<file path="src/rtl/fifo_wptr_full.sv">
// fifo_wptr_full: write-side binary/Gray pointers, RAM write address and registered full flag.
// Optional almost_full output and its occupancy logic are built only when FIFO_ALMOST_FULL_EN is defined.
module fifo_wptr_full #(
    parameter int PTR_WIDTH = 4,
    parameter int AF_THRESH = 14
) (
    input  logic                 clk,
    input  logic                 rst,
    input  logic                 w_en,
    input  logic [PTR_WIDTH:0]   rptr_gray_sync,
    output logic [PTR_WIDTH-1:0] waddr,
    output logic [PTR_WIDTH:0]   wptr_bin,
    output logic [PTR_WIDTH:0]   wptr_gray,
    output logic                 w_accept,
    output logic                 full,
`ifdef FIFO_ALMOST_FULL_EN
    output logic                 almost_full,
`endif
    output logic                 overflow_err
);
    logic [PTR_WIDTH:0] wbin_next;
    logic [PTR_WIDTH:0] wgray_next;
    logic               full_next;

    assign waddr      = wptr_bin[PTR_WIDTH-1:0];
    assign w_accept   = w_en & ~full;
    assign wbin_next  = wptr_bin + {{PTR_WIDTH{1'b0}}, w_accept};
    assign wgray_next = (wbin_next >> 1) ^ wbin_next;
    // Full when the write pointer is one lap ahead: top two Gray bits inverted, rest equal.
    assign full_next  = wgray_next == {~rptr_gray_sync[PTR_WIDTH:PTR_WIDTH-1], rptr_gray_sync[PTR_WIDTH-2:0]};

    always_ff @(posedge clk or posedge rst) begin
        if (rst) begin
            wptr_bin     <= '0;
            wptr_gray    <= '0;
            full         <= 1'b0;
            overflow_err <= 1'b0;
        end else begin
            wptr_bin     <= wbin_next;
            wptr_gray    <= wgray_next;
            full         <= full_next;
            overflow_err <= overflow_err | (w_en & full);
        end
    end

`ifdef FIFO_ALMOST_FULL_EN
    logic [PTR_WIDTH:0] rbin_sync;
    logic [PTR_WIDTH:0] level;

    for (genvar i = 0; i <= PTR_WIDTH; i++) begin : g_g2b
        assign rbin_sync[i] = ^rptr_gray_sync[PTR_WIDTH:i];
    end

    assign level = wbin_next - rbin_sync;

    always_ff @(posedge clk or posedge rst) begin
        if (rst) almost_full <= 1'b0;
        else     almost_full <= int'(level) >= AF_THRESH;
    end
`endif
endmodule

</file>
<file path="config.mk">
export PLATFORM = sky130hd
export DESIGN_NAME = fifo_wptr_full
export DESIGN_NICKNAME = d
export VERILOG_FILES = /design/src/rtl/fifo_wptr_full.sv
export SDC_FILE = /design/constraint.sdc
export NUM_CORES = 1
export LEC_CHECK = 0
export CAP_MARGIN = 5
export CORE_MARGIN = 1
export CORE_UTILIZATION = 40
export DETAILED_ROUTE_END_ITERATION = 10
export PLACE_DENSITY = 0.78
export SLEW_MARGIN = 20
export SYNTH_ARGS = -nofsm -noshare
export SYNTH_HDL_FRONTEND = slang
export SYNTH_SLANG_ARGS = --single-unit
</file>
<file path="constraint.sdc">
create_clock -name clk -period 2.6 [get_ports clk]
set_input_delay 0.65 -clock clk [delete_from_list [all_inputs] [get_ports clk]]
set_output_delay 0.65 -clock clk [all_outputs]
set_load 0.05 [all_outputs]
</file>
==> out/summary.md <==
In this run the most critical hold path is launched from overflow_err. On the final layout, the worst clock skew is 0.00309 ns. Counting the buffers created by CTS gives 3. Walking the worst path, the cells encountered are clkdlybuf4s50_1 -> nor2b_4 -> ha_4 -> ha_4 -> and4b_1 -> o21a_1 -> or3_4 -> a211o_1 -> a22oi_2.

In the synthesized netlist the dominant register cell turns out to be dfrtp_1. The most numerous cell in the Yosys netlist is dfrtp_1. The cell count after synthesis came out at 52. The launching element type of the critical path is an input port. Setup repair after global routing left no endpoint under its margin. The delay of the slowest critical-path stage came out at 0.48 ns. For the number of antenna violations at the first check in global routing, the log shows 0. After detailed routing, the number of vias per cell comes to 4.85. The run gives 0 as the count of final hold-check violations. The number of synthesized flops with an enable pin is 0. The critical path is of the in2reg type. The routed design has 1070 um of wire.

Once the clock tree was built, the setup fixing pass inserted 0 buffers. The cell area that synthesis handed to floorplanning was 578 um^2. Global-route wire length before repair: 1630 um. For this block, the initial DRC count from the detailed router was 5. Area share of the largest cell type after synthesis: 0.476. TritonCTS built the clock tree.

The final period utilization was 0.967; the depth of the worst register-to-register path was 8. The die is 40.0 um wide. The port buffer count came out at 24. For this design, the sink count on the clock tree is 11. The site row count is 13. The proportion of register bits with asynchronous set or reset after synthesis was 1.00; the die boundary height was 40.0 um. The clock period minus final worst setup slack is 2.51 ns.

The number of nets in the synthesized netlist was 62; the transition at the pin with the smallest max-transition slack was 0.495 ns. For the worst-skew pair, the clock arrives at the later sink with an insertion delay of 0.26 ns. The global-route usage over all layers is 0.163. The worst hold path terminates at overflow_err.

Setup total negative slack on the finished layout was measured at 0 ns. The hold-critical path depth works out to 1. Counting instances in the post-synthesis netlist gives the leading cell types as dfrtp_1 (11), buf_4 (5), xnor2_1 (5), xor2_1 (4), nand3_1 (3). The flow ran to the end, and the final reports show no timing, DRC or antenna violations. Buffering stage count on the worst path with inverters included: 1.

Setup violations remaining at the end of the flow were counted as 0. Launch instance of the worst register-to-register path: full. STA puts the critical path data required time at 2.79 ns. The finished layout holds 96 standard cells, fillers aside.

Entering global routing, the biggest net connects 12 pins. Each instance of the synthesized netlist takes up on average 11.1 um^2. After detailed routing, the average wire length per cell comes to 11.1 um.

The tools report the number of primary I/O pins as 25. The post-synthesis register bit count came out at 11. In this run the standard cell core region covers 0.00132 mm^2.

Max-cap violations in this run came to 0. The critical-path maximum fanout is 4. The cell with the biggest individual delay on the critical path was clkdlybuf4s50_1. Largest area contributor in the netlist: dfrtp_1.

The destination of the worst register-to-register timing path was full. The headroom to the max-slew limit was 0.669; the maximum clock frequency was 398 MHz. The tree is rooted in a clkbuf_4.

For the remaining routing DRC violations, the log shows 0. In this run the register-to-register setup slack is 0.55 ns. The tools report the maximum count of clock buffers along a single path as 2.

The final number of max-transition violations is 0. The path class of the tightest hold or removal check is reg2reg. The largest delay contributor family on the critical path is simple AND/OR/NAND/NOR gates.

By area the synthesized netlist is led by dfrtp_1 (48%), xnor2_1 (7.6%), buf_4 (6.5%). The run gives 0 as the number of warnings printed during yosys synthesis. The routed layout has 466 vias. The run gives 0 as the global route total overflow. The repair_antennas step left the layout with diodes totalling 0.

The via count of the first global-routing pass came out at 408. The number of cells on the critical path was 9; the count of cell types in the netlist was 24. The most used cell along the critical path is ha_4.

The final layout contains 92 nets. At the end of routability-driven placement, the weighted congestion stood at 0.799. The first detailed-routing pass took 3 iterations. The post-route antenna net violation count was 0; the number of H-tree levels was 1.

For the worst setup path, the data arrival time is 2.70 ns. The proportion of layout cells with a drive suffix above 1 is 0.210, and the cell count after placement is 92. The logs give 0.476 for the portion of the post-synthesis area used by sequential elements and 872 um for the sum of net half-perimeters after detailed placement. The tools report the initial core utilization as 0.439.

The worst setup path is captured at a flip-flop. The clock transition at the registers of the reported paths is 0.07 ns, and the post-synthesis to final-layout area growth is 59.1%. The floorplan step defined a die boundary enclosing 0.00160 mm^2.
[layer usage]
metal / up-vias / wire (um) / GRT usage
met5: - / 0 / 0
met4: 0 / 4 / 0.0776
met3: 2 / 60 / 0.0500
met2: 15 / 563 / 0.258
met1: 215 / 442 / 0.199
li1: 234 / - / -
[stage by stage]
step	utilization	instance area [um^2]	hold slack (ns)	setup slack, ns
detailed placement	0.666	877	0.455	-0.276
CTS	0.687	905	0.471	0.000365
global route	0.698	920	0.495	0.0272
global placement	0.666	877	0.437	-0.264
floorplan	-	601	0.502	0.00682
finish	0.698	920	0.461	0.0871
[repair_timing]
item	4_1_cts	5_1_grt
resized for setup	0	2
endpoints found under the setup margin	0	1
hold buffers	0	0
[cell families after synthesis]
group	Yosys count	synth area share
buffers and inverters	7	0.0779
XOR/XNOR	10	0.165
flip-flops	11	0.476
AO/OA/AOI/OAI	9	0.115
adder cells (fa/ha/maj)	2	0.0433
AND/OR/NAND/NOR	13	0.123
[area by class of cell]
class | count | area (um^2)
clock buffers | 3 | 22.5
flip-flops and latches | 11 | 275
repair buffers | 30 | 295
inverters | 2 | 7.51
multi-input cells | 34 | 295
fillers | 103 | 398
clock inverters | 1 | 5.00
well taps | 15 | 18.8
[worst max path at each step]
stage	from	to	slack [ns]
after floorplan	w_en	full	0.007
after global placement	w_en	full	-0.26
after detailed placement	w_en	full	-0.28
after CTS	w_en	full	0.0004
after global routing	w_en	full	0.03
final	w_en	full	0.09
[flip-flops by register name, indices dropped and copies added (netlist names)]
register / flops
full: 1
wptr_bin: 5
wptr_gray: 4
overflow_err: 1
[layout by cell type (no fill, tap or decap), types with 2 or more instances in the layout]
master,Yosys,layout
clkbuf_4,0,3
clkdlybuf4s50_1,0,23
nand3_1,3,3
inv_1,2,2
buf_4,5,6
dfrtp_1,11,11
ha_4,0,2
xor2_1,4,4
nor2_1,2,2
nand2_1,2,2
xnor2_1,5,5
Power of run 1 is left out: the tool's default activity adds up to more than one toggle a clock period on the data nets, which glitch-free logic cannot reach.
